## src/rtl/prog_freq_divider_if.sv

```systemverilog
// Bundle of control and status signals between the frequency regulator side
// and the programmable divider. The regulator (master) drives the run enable
// and the requested half-period. The divider (slave) reports the square wave,
// the period strobe, the divisor in effect and its busy flag.
interface prog_freq_divider_if #(
   parameter int WIDTH = 8
);

   logic             en;
   logic [WIDTH-1:0] div_in;
   logic             psi;
   logic             period_done;
   logic [WIDTH-1:0] cur_div;
   logic             busy;

   // Regulator / stimulus side: drives requests, observes the generated wave
   modport master (
      output en,
      output div_in,
      input  psi,
      input  period_done,
      input  cur_div,
      input  busy
   );

   // Divider side: consumes requests, produces the wave and status
   modport slave (
      input  en,
      input  div_in,
      output psi,
      output period_done,
      output cur_div,
      output busy
   );

endinterface

```

## src/rtl/prog_freq_divider.sv

```systemverilog
// Programmable square-wave generator producing the psi pulse train.
// Each psi phase (high, then low) lasts cur_div clk cycles. A new divisor is
// picked up only when a full period ends, so the wave never glitches and a
// phase is never cut short. All outputs come straight from flops.
module prog_freq_divider #(
   parameter int WIDTH   = 8,
   parameter int MIN_DIV = 1,
   parameter int RST_DIV = 'h7F
) (
   input logic                 clk,
   input logic                 rst,
   prog_freq_divider_if.slave  bus
);

   localparam logic [WIDTH-1:0] LP_MIN_DIV = WIDTH'(MIN_DIV);
   localparam logic [WIDTH-1:0] LP_RST_DIV = WIDTH'(RST_DIV);
   localparam logic [WIDTH-1:0] LP_ONE     = WIDTH'(1);

   typedef enum logic [1:0] {
      ST_IDLE = 2'd0,
      ST_HIGH = 2'd1,
      ST_LOW  = 2'd2
   } state_t;

   state_t           r_state;
   state_t           w_nextState;
   logic [WIDTH-1:0] r_cnt;
   logic [WIDTH-1:0] w_nextCnt;
   logic [WIDTH-1:0] r_curDiv;
   logic [WIDTH-1:0] w_nextCurDiv;
   logic [WIDTH-1:0] w_effDiv;
   logic             w_nextPeriodDone;
   logic             r_psi;
   logic             r_periodDone;
   logic             r_busy;

   // Clamp the requested divisor so a zero (or too small) request still
   // yields a legal phase length; only clamped values ever reach cur_div.
   always_comb begin
      w_effDiv = (bus.div_in < LP_MIN_DIV) ? LP_MIN_DIV : bus.div_in;
   end

   // Next-state logic. The counter runs 1..cur_div within each phase.
   // period_done is computed one cycle ahead so that the registered strobe
   // lines up with the last LOW cycle rather than trailing it.
   always_comb begin
      w_nextState      = r_state;
      w_nextCnt        = r_cnt;
      w_nextCurDiv     = r_curDiv;
      w_nextPeriodDone = 1'b0;

      case (r_state)
         ST_IDLE: begin
            if (bus.en) begin
               w_nextState  = ST_HIGH;
               w_nextCnt    = LP_ONE;
               w_nextCurDiv = w_effDiv;
            end
         end

         ST_HIGH: begin
            if (r_cnt == r_curDiv) begin
               w_nextState      = ST_LOW;
               w_nextCnt        = LP_ONE;
               w_nextPeriodDone = (r_curDiv == LP_ONE);
            end else begin
               w_nextCnt = r_cnt + LP_ONE;
            end
         end

         ST_LOW: begin
            if (r_cnt == r_curDiv) begin
               w_nextCurDiv = w_effDiv;
               if (bus.en) begin
                  w_nextState = ST_HIGH;
                  w_nextCnt   = LP_ONE;
               end else begin
                  w_nextState = ST_IDLE;
                  w_nextCnt   = '0;
               end
            end else begin
               w_nextCnt        = r_cnt + LP_ONE;
               w_nextPeriodDone = ((r_cnt + LP_ONE) == r_curDiv);
            end
         end

         default: begin
            w_nextState = ST_IDLE;
            w_nextCnt   = '0;
         end
      endcase
   end

   // State, counter, shadow divisor and registered outputs. Reset takes
   // priority over everything, including a period ending on the same edge.
   always_ff @(posedge clk) begin
      if (rst) begin
         r_state      <= ST_IDLE;
         r_cnt        <= '0;
         r_curDiv     <= LP_RST_DIV;
         r_psi        <= 1'b0;
         r_periodDone <= 1'b0;
         r_busy       <= 1'b0;
      end else begin
         r_state      <= w_nextState;
         r_cnt        <= w_nextCnt;
         r_curDiv     <= w_nextCurDiv;
         r_psi        <= (w_nextState == ST_HIGH);
         r_periodDone <= w_nextPeriodDone;
         r_busy       <= (w_nextState != ST_IDLE);
      end
   end

   assign bus.psi         = r_psi;
   assign bus.period_done = r_periodDone;
   assign bus.cur_div     = r_curDiv;
   assign bus.busy        = r_busy;

endmodule
```

## src/flat_wrapper.sv

```systemverilog
// flat-port wrapper written by rule: the top's interface ports become plain ports
module prog_freq_divider_flat 
#(
   parameter int WIDTH   = 8,
   parameter int MIN_DIV = 1,
   parameter int RST_DIV = 'h7F
)
  (clk, rst, bus_en, bus_div_in, bus_psi, bus_period_done, bus_cur_div, bus_busy);
  prog_freq_divider_if #(.WIDTH(WIDTH)) bus_i ();
  input logic clk;
  input logic rst;
  input wire logic [$bits(bus_i.en)-1:0] bus_en;
  input wire logic [$bits(bus_i.div_in)-1:0] bus_div_in;
  output wire logic [$bits(bus_i.psi)-1:0] bus_psi;
  output wire logic [$bits(bus_i.period_done)-1:0] bus_period_done;
  output wire logic [$bits(bus_i.cur_div)-1:0] bus_cur_div;
  output wire logic [$bits(bus_i.busy)-1:0] bus_busy;
  assign bus_i.en = bus_en;
  assign bus_i.div_in = bus_div_in;
  assign bus_psi = bus_i.psi;
  assign bus_period_done = bus_i.period_done;
  assign bus_cur_div = bus_i.cur_div;
  assign bus_busy = bus_i.busy;
  prog_freq_divider #(.WIDTH(WIDTH), .MIN_DIV(MIN_DIV), .RST_DIV(RST_DIV)) u_core (.clk(clk), .rst(rst), .bus(bus_i));
endmodule
```

## config.mk

```make
export PLATFORM = sky130hd
export DESIGN_NAME = prog_freq_divider_flat
export DESIGN_NICKNAME = d
export VERILOG_FILES = /design/src/rtl/prog_freq_divider_if.sv /design/src/rtl/prog_freq_divider.sv /design/src/flat_wrapper.sv
export SDC_FILE = /design/constraint.sdc
export NUM_CORES = 1
export LEC_CHECK = 0
export ABC_AREA = 1
export CAP_MARGIN = 30
export CORE_MARGIN = 2
export CORE_UTILIZATION = 56
export CTS_CLUSTER_SIZE = 20
export DETAILED_ROUTE_END_ITERATION = 12
export PLACE_DENSITY = 0.83
export SYNTH_ARGS = -nofsm -noshare
export SYNTH_HDL_FRONTEND = slang
export SYNTH_SLANG_ARGS = --single-unit
```

## constraint.sdc

```tcl
create_clock -name clk -period 2.95 [get_ports clk]
set_clock_uncertainty 0.15 [all_clocks]
set_input_delay 0.295 -clock clk [delete_from_list [all_inputs] [get_ports clk]]
set_output_delay 0.295 -clock clk [all_outputs]
set_load 0.03 [all_outputs]
```

==> results_dict.tcl <==
set metrics [dict create \
    clockBufferDepth 2 \
    die_h_um 53.1 \
    dpl_cell_area_um2 1590 \
    cp-end-kind "register" \
    post-cts-setup-buffers 0 \
    synth_edf_count 0 \
    cts_resized 0 \
    syn_inst 193 \
    synthTopCellsByArea "dfxtp_1 (31%), nand2_1 (16%), inv_1 (8.3%), ha_1 (4.6%), a21oi_1 (4.5%)" \
    synth_ff_type "dfxtp_1" \
    clk_pin_slew_worst_paths_ns 0.12 \
    die_w_um 53.1 \
    drive_above_1_share 0.106 \
    synthArstFlopShare 0 \
    dp_hpwl_um 2470 \
    hold_depth 2 \
    synth_seq_cells 21 \
    grt_pass1_vias 1207 \
    drt-pass1-iter-count 4 \
    cpMostUsedCell "inv_1" \
    ff2ff_path_depth 9 \
    r2r-end "u_core.bus.cur_div[4]" \
    syn_area_um2 1350 \
    fillers 208 \
    timing.rr.start "u_core.r_state[1]" \
    critPathTopFamily "simple AND/OR/NAND/NOR gates" \
    tightest_slew_ns 0.547 \
    pin_count 22 \
    total_leakage_power_nw 0.751 \
    slowest_delay_ns 0.39 \
    yosysWarnings 0 \
    hold_buffers 0 \
    initial_core_util 0.598 \
    syn_area_per_cell_um2 6.99 \
    synth_fp_nets 209 \
    fin_util 0.718 \
    p_int_uw 430 \
    overflow 0 \
    period_share 0.668 \
    yosysTopAreaCell "dfxtp_1" \
    swShare 0.349 \
    rsz0062_at_grt "no" \
    ir_worst_vdd_uv 333 \
    antenna_found_initial 0 \
    wl_um 3070 \
    row_count 17 \
    gp_congestion 0.885 \
    clkLatencyLatePin_ns 0.32 \
    path_cells "inv_1 > ha_1 > inv_1 > nor2_1 > a21oi_1 > nand2_8 > inv_8 > nand2_1 > o211ai_1" \
    critical_path_buf_inv_count 3 \
    power_density_nw_per_um2 408 \
    port_buffers 21 \
    min_path_type "reg -> reg" \
    synth_cell_types 31 \
    ant_nets 0 \
    grt_max_degree 14 \
    slew-limit-headroom 0.634 \
    maxSlewViolCount 0 \
    share_comb_of_total_power 0.288 \
    clock_tree.htree_level_count 1 \
    final_area_um2 1620 \
    reg2reg_slack_ns 0.98 \
    critical_path_class "reg -> reg" \
    wl_per_cell_um 12.5 \
    setup_viol_count_final 0 \
    clock.fmax_mhz 507 \
    route.detailed.drc 0 \
    vias_per_cell 5.21 \
    dr_wl_met3_um 98 \
    wl_met2_um 1470 \
    cts.sinks 21 \
    topRoutingLayerUsed "met4" \
    p_switching_uw 230 \
    crit_slowest_cell "nor2_1" \
    multi_input_area_um2 793 \
    setup_tns_ns 0 \
    clockPowerShare 0.223 \
    yosys.area.top_type_share 0.312 \
    start_kind "register" \
    worstPathRequired_ns 3.00 \
    arrival_ns 2.02 \
    power.total_uw 660 \
    hold_viol 0 \
    maxCapViolations 0 \
    grt_use_total 0.254 \
    wl_met1_um 1430 \
    path_max_fanout 10 \
    status "complete, no violations" \
    holdCritStartpoint "u_core.bus.cur_div[7]" \
    cts_buffers 3 \
    nets 234 \
    n_antenna_cell 0 \
    p_seq_frac 0.489 \
    synth.yosys.seq_area_share 0.312 \
    area_growth_pct 19.9 \
    synth.most_common_cell "nand2_1" \
    vias 1277 \
    hold_path_end "u_core.bus.cur_div[7]" \
    grt_pass1_wl_um 5180 \
    root_buffer "clkbuf_4" \
    die_area_um2 2820 \
    seq_area_um2 420 \
    netlist_top_cells_count "nand2_1 (57), inv_1 (30), dfxtp_1 (21)" \
    dr.first_iter.drc_count 21 \
    core-area_um2 2250 \
    cts_tree "yes" \
    min_period_ns 1.97 \
]
[worst max path at each step]
stage	cells past startpoint	from	to	slack [ns]
4_1_cts	9	u_core.r_state[1]	u_core.bus.cur_div[4]	1.01
5_1_grt	9	u_core.r_state[1]	u_core.bus.cur_div[4]	0.72
3_5_place_dp	7	bus_en	u_core.bus.cur_div[4]	0.98
2_1_floorplan	8	u_core.r_state[1]	u_core.bus.cur_div[0]	1.26
6_report	9	u_core.r_state[1]	u_core.bus.cur_div[4]	0.98
3_3_place_gp	7	bus_en	u_core.bus.psi	1.03
[placed cells by master, fill, tap and decap left out, types with 3 or more instances in the layout]
cell             synthesis  final
and2_1                   3      3
inv_1                   30     30
clkdlybuf4s50_1          0     21
ha_1                     5      5
clkbuf_4                 0      3
a21oi_1                 12     12
xor2_1                   5      5
nand4_1                  4      4
nand2_1                 57     57
nor2_1                  11     11
dfxtp_1                 21     21
nand3_1                  5      5
nand2_2                  3      3
o21ai_1                  3      3
o211ai_1                 6      6
o22ai_1                  4      4
[sequential cells by signal (all words and copies together), names as in the netlist]
register                flops
u_core.bus.cur_div          8
u_core.r_cnt                8
u_core.r_state              2
u_core.bus.busy             1
u_core.bus.period_done      1
u_core.bus.psi              1
[power by group through the flow]
stage / clock, mW / sequential [mW] / combinational, mW
3_3_place_gp: 0 / 0.327 / 0.184
2_1_floorplan: 0 / 0.353 / 0.0968
5_1_grt: 0.157 / 0.325 / 0.208
4_1_cts: 0.149 / 0.322 / 0.189
3_5_place_dp: 0 / 0.328 / 0.188
6_report: 0.147 / 0.322 / 0.190
[area by class of cell]
type	count	area share
Inverter	33	0.0812
Timing Repair Buffer	21	0.130
Clock buffer	3	0.0139
Clock inverter	1	0.00309
Sequential cell	21	0.260
Multi-Input combinational cell	138	0.490
Tap cell	28	0.0217
[metrics by stage]
stage / instances / setup WS [ns] / hold slack, ns
floorplan: 193 / 1.26 / 0.275
global placement: 241 / 1.03 / 0.373
detailed placement: 241 / 0.978 / 0.370
CTS: 245 / 1.01 / 0.390
global route: 245 / 0.715 / 0.418
finish: 245 / 0.979 / 0.391
[worst register-to-register path: cells and delay by family (launching register included)]
family | cells | cell delay [ns]
AOI/OAI and AO/OA | 2 | 0.30
adders and majority gates | 1 | 0.19
buffers and inverters | 3 | 0.26
DFF | 1 | 0.35
and+or+nand+nor | 3 | 0.59
[routing by layer]
metal / vias up / global-route usage
met2: 20 / 0.425
met4: 0 / 0.128
met1: 582 / 0.315
met3: 7 / 0.0367
li1: 668 / -
met5: - / 0
[logic make-up after synthesis]
group           Yosys count  share of synthesized area
xor+xnor                  7                     0.0455
buf+inv                  34                      0.100
compound gates           31                      0.156
flops                    21                      0.312
fa+ha+maj                 5                     0.0464
simple gates             95                      0.340
Note: power is estimated with default switching activity, not from simulation.
